### config.mk
export PLATFORM = sky130hd
export DESIGN_NAME = mac_node
export DESIGN_NICKNAME = d
export VERILOG_FILES = /design/src/rtl/mac_node.sv
export SDC_FILE = /design/constraint.sdc
export NUM_CORES = 2
export LEC_CHECK = 0
export ABC_AREA = 1
export ABC_CLOCK_PERIOD_IN_PS = 6200
export CAP_MARGIN = 20
export CORE_ASPECT_RATIO = 1.75
export CORE_UTILIZATION = 60
export CTS_BUF_LIST = sky130_fd_sc_hd__clkbuf_2
export DETAILED_ROUTE_END_ITERATION = 8
export PLACE_DENSITY = 0.92
export REMOVE_ABC_BUFFERS = 1
export SLEW_MARGIN = 15
export SYNTH_ARGS = -nofsm -noshare
export SYNTH_HDL_FRONTEND = slang
export SYNTH_SLANG_ARGS = --single-unit
### constraint.sdc
create_clock -name clk -period 6.2 [get_ports clk]
set_input_delay 0.93 -clock clk [delete_from_list [all_inputs] [get_ports clk]]
set_output_delay 0.93 -clock clk [all_outputs]
set_load 0.02 [all_outputs]
### src/rtl/mac_node.sv
// Multi-lane MAC neuron: bias + sum(coef*data) over NUM_IN inputs, saturate, activate.
// Latency: NUM_IN/LANES accepted beats + 2 cycles from start to out_valid.
// Backpressure: in_ready only in ACCUM; result held in DONE until out_ready.
module mac_node #(
    parameter int DATA_W = 16,
    parameter int FRAC_W = 8,
    parameter int NUM_IN = 64,
    parameter int LANES  = 4,
    parameter int ACC_W  = 40
) (
    input  logic                      clk,
    input  logic                      n_rst,
    input  logic                      start,
    input  logic                      abort,
    input  logic [1:0]                act_mode,
    input  logic [DATA_W-1:0]         bias,
    input  logic                      in_valid,
    output logic                      in_ready,
    input  logic [LANES*DATA_W-1:0]   coef_in,
    input  logic [LANES*DATA_W-1:0]   data_in,
    output logic                      out_valid,
    input  logic                      out_ready,
    output logic [DATA_W-1:0]         node_out,
    output logic                      sat_flag,
    output logic                      busy
);

    localparam int BEATS  = NUM_IN / LANES;
    localparam int BEAT_W = (BEATS > 1) ? $clog2(BEATS) : 1;
    localparam int PROD_W = 2 * DATA_W;
    // Headroom so the accumulator plus one beat of products can never wrap.
    localparam int WIDE_W = ACC_W + PROD_W + $clog2(LANES) + 1;
    localparam logic [BEAT_W-1:0]        LAST_BEAT = BEAT_W'(BEATS - 1);
    localparam logic signed [ACC_W-1:0] ACC_MAX   = {1'b0, {(ACC_W-1){1'b1}}};
    localparam logic signed [ACC_W-1:0] ACC_MIN   = {1'b1, {(ACC_W-1){1'b0}}};
    localparam logic [DATA_W-1:0]        DAT_MAX   = {1'b0, {(DATA_W-1){1'b1}}};
    localparam logic [DATA_W-1:0]        DAT_MIN   = {1'b1, {(DATA_W-1){1'b0}}};
    localparam logic signed [DATA_W:0]   HS_HALF   = (DATA_W+1)'(1 << (FRAC_W - 1));
    localparam logic signed [DATA_W:0]   HS_ONE    = (DATA_W+1)'(1 << FRAC_W);

    typedef enum logic [1:0] {S_IDLE, S_ACCUM, S_ACT, S_DONE} state_t;

    state_t                   state_q, state_d;
    logic signed [ACC_W-1:0]  acc_q;
    logic [BEAT_W-1:0]        beat_q;
    logic [1:0]               mode_q;
    logic                     do_init, do_step, do_act, do_clear;

    // Full-precision signed lane product, sign-extended into the wide adder.
    function automatic logic signed [WIDE_W-1:0] lane_prod(input logic [DATA_W-1:0] a,
                                                            input logic [DATA_W-1:0] b);
        logic signed [PROD_W-1:0] ae, be, p;
        ae = {{DATA_W{a[DATA_W-1]}}, a};
        be = {{DATA_W{b[DATA_W-1]}}, b};
        p  = ae * be;
        return {{(WIDE_W-PROD_W){p[PROD_W-1]}}, p};
    endfunction

    logic signed [WIDE_W-1:0]  beat_sum, acc_sum;
    logic [WIDE_W-ACC_W:0]     acc_top;
    logic                      acc_ovf;
    logic signed [ACC_W-1:0]   acc_next, x_full;
    logic [ACC_W-DATA_W:0]     x_top;
    logic                      x_ovf;
    logic [DATA_W-1:0]         x_sat, act_y;
    logic signed [DATA_W:0]    x_ext, hs;

    // Sum this beat's lane products and fold into the accumulator with clamping.
    always_comb begin
        beat_sum = '0;
        for (int k = 0; k < LANES; k++) begin
            beat_sum = beat_sum + lane_prod(coef_in[k*DATA_W +: DATA_W], data_in[k*DATA_W +: DATA_W]);
        end
        acc_sum  = {{(WIDE_W-ACC_W){acc_q[ACC_W-1]}}, acc_q} + beat_sum;
        acc_top  = acc_sum[WIDE_W-1:ACC_W-1];
        acc_ovf  = !((&acc_top) || (~|acc_top));
        acc_next = acc_ovf ? (acc_sum[WIDE_W-1] ? ACC_MIN : ACC_MAX) : acc_sum[ACC_W-1:0];
    end

    // Rescale to DATA_W with saturation, then apply the latched activation.
    always_comb begin
        x_full = acc_q >>> FRAC_W;
        x_top  = x_full[ACC_W-1:DATA_W-1];
        x_ovf  = !((&x_top) || (~|x_top));
        x_sat  = x_ovf ? (x_full[ACC_W-1] ? DAT_MIN : DAT_MAX) : x_full[DATA_W-1:0];
        x_ext  = {x_sat[DATA_W-1], x_sat};
        hs     = (x_ext >>> 2) + HS_HALF;
        case (mode_q)
            2'd1:    act_y = x_sat[DATA_W-1] ? '0 : x_sat;
            2'd2: begin
                if (hs[DATA_W])       act_y = '0;
                else if (hs > HS_ONE) act_y = HS_ONE[DATA_W-1:0];
                else                  act_y = hs[DATA_W-1:0];
            end
            default: act_y = x_sat;
        endcase
    end

    // State register.
    always_ff @(posedge clk or negedge n_rst) begin
        if (!n_rst) state_q <= S_IDLE;
        else        state_q <= state_d;
    end

    // Next-state and datapath strobes; abort overrides everything.
    always_comb begin
        state_d  = state_q;
        do_init  = 1'b0;
        do_step  = 1'b0;
        do_act   = 1'b0;
        do_clear = 1'b0;
        if (abort) begin
            state_d  = S_IDLE;
            do_clear = 1'b1;
        end else begin
            case (state_q)
                S_IDLE: if (start) begin
                    state_d = S_ACCUM;
                    do_init = 1'b1;
                end
                S_ACCUM: if (in_valid) begin
                    do_step = 1'b1;
                    if (beat_q == LAST_BEAT) state_d = S_ACT;
                end
                S_ACT: begin
                    do_act  = 1'b1;
                    state_d = S_DONE;
                end
                S_DONE: if (out_ready) begin
                    state_d = start ? S_ACCUM : S_IDLE;
                    do_init = start;
                end
                default: state_d = S_IDLE;
            endcase
        end
    end

    // Accumulator, beat counter, latched mode, result and sticky saturation.
    always_ff @(posedge clk or negedge n_rst) begin
        if (!n_rst) begin
            acc_q    <= '0;
            beat_q   <= '0;
            mode_q   <= '0;
            node_out <= '0;
            sat_flag <= 1'b0;
        end else if (do_clear) begin
            acc_q  <= '0;
            beat_q <= '0;
        end else if (do_init) begin
            acc_q    <= {{(ACC_W-DATA_W-FRAC_W){bias[DATA_W-1]}}, bias, {FRAC_W{1'b0}}};
            beat_q   <= '0;
            mode_q   <= act_mode;
            sat_flag <= 1'b0;
        end else if (do_step) begin
            acc_q    <= acc_next;
            beat_q   <= beat_q + 1'b1;
            sat_flag <= sat_flag | acc_ovf;
        end else if (do_act) begin
            node_out <= act_y;
            sat_flag <= sat_flag | x_ovf;
        end
    end

    assign in_ready  = (state_q == S_ACCUM);
    assign out_valid = (state_q == S_DONE);
    assign busy      = (state_q != S_IDLE);

endmodule

==> results of run 1 <==
[routing by layer]
| layer | GRT usage [%] | GRT overflow |
|---|---|---|
| met1 | 61.01 | 0 |
| met2 | 80.96 | 27 |
| met3 | 47.21 | 1 |
| met4 | 65.46 | 23 |
| met5 | 24.17 | 0 |
[repair_timing]
action | 4_1_cts
pin swaps | 290
hold endpoints to repair | 0
setup buffers | 218
cloned | 10
gates resized for setup | 639
setup endpoints to repair | 41
[per-stage QoR]
stage | std cells | hold slack, ns | setup TNS, ns | cell area [um2]
2_1_floorplan | 5592 | 0.4553 | -100.17 | 48350
3_3_place_gp | 7435 | 0.4652 | -150.07 | 57400
3_5_place_dp | 7435 | 0.4639 | -153.64 | 57400
4_1_cts | 7677 | 0.4214 | -97.83 | 61000
[kinds of logic after synthesis]
logic type | count (synthesis) | share of synthesized area, %
buffers and inverters | 2234 | 17.09
adder cells (fa/ha/maj) | 1698 | 63.86
AND/OR/NAND/NOR | 1611 | 12.89
AO/OA/AOI/OAI | 189 | 2.155
flip-flops | 65 | 3.299
XOR/XNOR | 39 | 0.6928
multiplexers | 1 | 0.02030
==> metrics.md, run 1 <==
| Metric | Value |
|---|---|
| DP Wirelength | `139900 um` |
| Vias in the first global route | `57780` |
| Seq cells post-synth | `65` |
| # hold bufs at CTS | `0` |
| Last stage the flow got to | `5_1_grt` |
| First-pass GRT wire length | `376500 um` |
| CTS Buf Count | `9` |
| Syn Area/Cell | `8.447 um2` |
| Commonest cells in the netlist | `inv_1, fa_1, nand2_1` |
| Post-synth EDFFs | `0` |
| Row count | `138` |
| Post-synth top flop | `dfrtp_1` |
| Outcome | `aborted with a tool error` |
| Grt ovf | `51` |
| CTS max path bufs | `2` |
| Yosys cell types | `46` |
| Starting Density | `60.75%` |
| Pin count of the biggest net entering global routing | `66` |
| Sink Count | `65` |
| Area contributors post-synth | `fa_1, inv_1, nand2_1` |
| Post-synth ARST share | `100.0%` |
| Post-synth top area share | `55.38%` |
| Leading cell type by number of instances after synthesis | `inv_1` |
| Area leader, netlist | `fa_1` |
| Root buffer cell | `clkbuf_2` |
| Routability cong. | `1.033` |
| Die height | `381.2 um` |
| Mapped Cells | `5837` |
| # H-tree levels | `3` |
| Mapped cell area | `49300 um2` |
| Port buffer count | `171` |
| Err | `[ERROR GRT-0116] Global routing finished with congestion. Check the congestion regions in the DRC Viewer.` |
| Dpl ws | `-3.852 ns` |
| Die width | `218.7 um` |
| Yosys warns | `0` |
| Total track usage | `63.46%` |
| Seq/Total Area, Yosys | `3.299%` |
| I/O Pins | `172` |
==> inputs of run 2 (changes only) <==
--- a/config.mk
+++ b/config.mk
@@ -6,13 +6,11 @@
 export NUM_CORES = 2
 export LEC_CHECK = 0
 export ABC_AREA = 1
-export ABC_CLOCK_PERIOD_IN_PS = 6200
+export ABC_CLOCK_PERIOD_IN_PS = 8100
 export CAP_MARGIN = 20
-export CORE_ASPECT_RATIO = 1.75
-export CORE_UTILIZATION = 60
-export CTS_BUF_LIST = sky130_fd_sc_hd__clkbuf_2
+export CORE_UTILIZATION = 40
 export DETAILED_ROUTE_END_ITERATION = 8
-export PLACE_DENSITY = 0.92
+export PLACE_DENSITY_LB_ADDON = 0.15
 export REMOVE_ABC_BUFFERS = 1
 export SLEW_MARGIN = 15
 export SYNTH_ARGS = -nofsm -noshare
==> constraint.sdc (replaced) <==
create_clock -name clk -period 8.1 [get_ports clk]
set_input_delay 1.215 -clock clk [delete_from_list [all_inputs] [get_ports clk]]
set_output_delay 1.215 -clock clk [all_outputs]
set_load 0.02 [all_outputs]
==> run 2 against run 1 <==
The flow now finishes, with violations (negative setup slack). Synthesized cell count did not move. Synthesized area did not move.
==> metrics.md, run 2 <==
| Metric | Value |
|---|---|
| Outcome | `finished with violations` |
| Failing checks | `negative setup slack` |
| Routability cong. | `0.9034 (-13%)` |
| Yosys cell types | `46 (unchanged)` |
| DP Wirelength | `132600 um (-5.2%)` |
| DRT Wirelength | `148200 um` |
| Start point of the worst hold path | `node_out[4]` |
| Yosys warns | `0 (unchanged)` |
| Worst path slowest cell | `fa_2` |
| Antenna Violating Nets Remaining | `0` |
| Required @ worst endpoint | `8.34 ns` |
| Final min period | `9.315 ns` |
| Core area | `122000 um2` |
| Skew-Pair Late Insertion Delay | `0.35 ns` |
| Worst Setup End Kind | `flop` |
| Fillers | `11710` |
| Flip-flop count of the largest register after layout | `40` |
| TritonRoute pass-1 iters | `5` |
| Mapped cell area | `49300 um2 (unchanged)` |
| Layout Skew | `0.006999 ns` |
| Ratio of final minimum period to clock period | `115.0%` |
| Post-synth top area share | `55.38% (unchanged)` |
| Die width | `353.1 um (+61%)` |
| Max cap viols | `0` |
| Min-delay worst type | `reg2reg` |
| Routed wire per std cell | `18.20 um` |
| Leading cell type by number of instances after synthesis | `inv_1` |
| Area contributors post-synth | `fa_1, inv_1, nand2_1` |
| CP peak stage delay | `0.62 ns` |
| Share of cells above drive strength 1 | `18.10%` |
| Pins Over Slew Limit | `0` |
| # H-tree levels | `3 (unchanged)` |
| Worst setup path startpoint | `coef_in[51]` |
| Worst EP arrival | `9.55 ns` |
| Final Hold Violating Endpoints | `0` |
| Synthesis-to-finish area growth | `24.96%` |
| Clk slew on worst S/H paths | `0.06 ns` |
| Unrepaired setup endpoints after global routing | `true` |
| Sink Count | `65 (unchanged)` |
| Seq cells post-synth | `65 (unchanged)` |
| Die height | `353.1 um (-7.4%)` |
| # hold bufs at CTS | `0 (unchanged)` |
| Post-synth EDFFs | `0 (unchanged)` |
| Setup ws final | `-1.215 ns` |
| Total track usage | `24.65%` |
| Seq/Total Area, Yosys | `3.299% (unchanged)` |
| Syn Area/Cell | `8.447 um2 (unchanged)` |
| DR vias | `37380` |
| Dpl ws | `-2.081 ns (+1.771 ns)` |
| Slew @ Worst Pin | `0.8896 ns` |
| Highest clock rate | `0.1074 GHz` |
| Vias in the first global route | `41580` |
| Grt ovf | `0` |
| CTS tree | `yes` |
| Startpoint Class | `input pin` |
| Net count reported at finish | `8365` |
| WS Path Type | `in2reg` |
| Setup violators final | `41` |
| Commonest non-fill, non-tap cell in the layout | `inv_1` |
| CTS max path bufs | `2 (unchanged)` |
| Reg2reg start | `acc_q[15]` |
| Most common cell on crit path | `fa_1` |
| Drt via density | `4.590` |
| Max FO, Critical Path | `7` |
| Mapped Cells | `5837 (unchanged)` |
| Port buffer count | `171 (unchanged)` |
| Post-synth top flop | `dfrtp_1` |
| Full die area | `124700 um2` |
| Initial antenna violation count | `0` |
| First-pass GRT wire length | `235500 um` |
| Root buffer cell | `clkbuf_16` |
| I/O Pins | `172 (unchanged)` |
| Post-synth ARST share | `100.0% (unchanged)` |
| Biggest regs | `acc_q (40), node_out (16), beat_q (4)` |
| Area leader, netlist | `fa_1` |
| R2R Setup Slk | `0.67 ns` |
| DR iter-0 viols | `1617` |
| Slew margin rel. | `40.69%` |
| Most frequent cells in the layout | `inv_1, fa_1, nand2_1, buf_4, ha_1` |
| Top reg by flops | `acc_q` |
| CTS Buf Count | `9 (unchanged)` |
| Ant diodes | `0` |
| Pin count of the biggest net entering global routing | `66` |
| Row count | `128 (-7.2%)` |
| Commonest cells in the netlist | `inv_1, fa_1, nand2_1` |
| Residual DRC | `0` |
| Starting Density | `40.40% (-20 points)` |
## run 2: cell counts after synthesis
Identical to the previous run, type by type.
## run 2: logic make-up (layout without fill, tap and decap cells)
group                      after synthesis  count (layout)  share of synthesized area [%]
buffers and inverters                 2234            2917                          17.09
and+or+nand+nor                       1611            1611                          12.89
DFF                                     65              65                          3.299
adders and majority gates             1698            1698                          63.86
AOI/OAI and AO/OA                      189             189                          2.155
muxes                                    1               1                        0.02030
xor gates and xnor gates                39              39                         0.6928
## run 2: through the flow
stage                     area (um2)  util, %  std cells  hold WS, ns  TNS, ns
after global placement         57760    47.33       7977       0.4664   -83.79
after floorplan                48350        -       5592       0.4553   -33.96
after CTS                      60460    49.54       8099       0.4815   -45.22
after global routing           61610    50.48       8145       0.5110   -57.33
final                          61610    50.48       8145       0.4789   -46.90
after detailed placement       57760    47.33       7977       0.4640   -83.40
## run 2: layout make-up
cell class	instances	area (um2)	area share, %
inverter	1989	7481	12.14
clock buffer	10	239.0	0.3879
multi-input combinational	3538	40720	66.09
sequential	65	1627	2.640
tap	1625	2033	3.300
clock inverter	6	137.6	0.2234
timing repair buffer	912	9374	15.21
## run 2: per-layer routing
metal | vias to the layer above | track usage, % | share of wire [%]
li1 | 17330 | - | -
met1 | 19160 | 31.82 | 42
met2 | 677 | 44.88 | 52
met3 | 217 | 0.8114 | 2.4
met4 | 0 | 7.446 | 3.8
met5 | - | 0 | 0
## run 2: timing repair
item,in CTS,in global routing
gates resized for setup,455,239
endpoints found under the setup margin,41,41
pin swaps,160,203
gates cloned,16,6
setup buffers,90,39
## run 2: path summary, 6_finish.rpt
check | to | cells past startpoint
max in group asynchronous | acc_q[7] | 2
hold reg to reg | node_out[4] | 2
setup / recovery | acc_q[26] | 36
min in group asynchronous | acc_q[29] | 2
setup reg to reg | acc_q[26] | 32
hold / removal | node_out[4] | 2
## run 2: worst max-delay path: cells and delay by family
| kind | cells | cell delay (ns) |
|---|---|---|
| adder cells (fa/ha/maj) | 11 | 5.66 |
| buffers and inverters | 10 | 1.01 |
| AND/OR/NAND/NOR | 15 | 1.65 |
Power of run 2 is left out: the tool's default activity adds up to more than one toggle a clock period on the data nets, which glitch-free logic cannot reach.
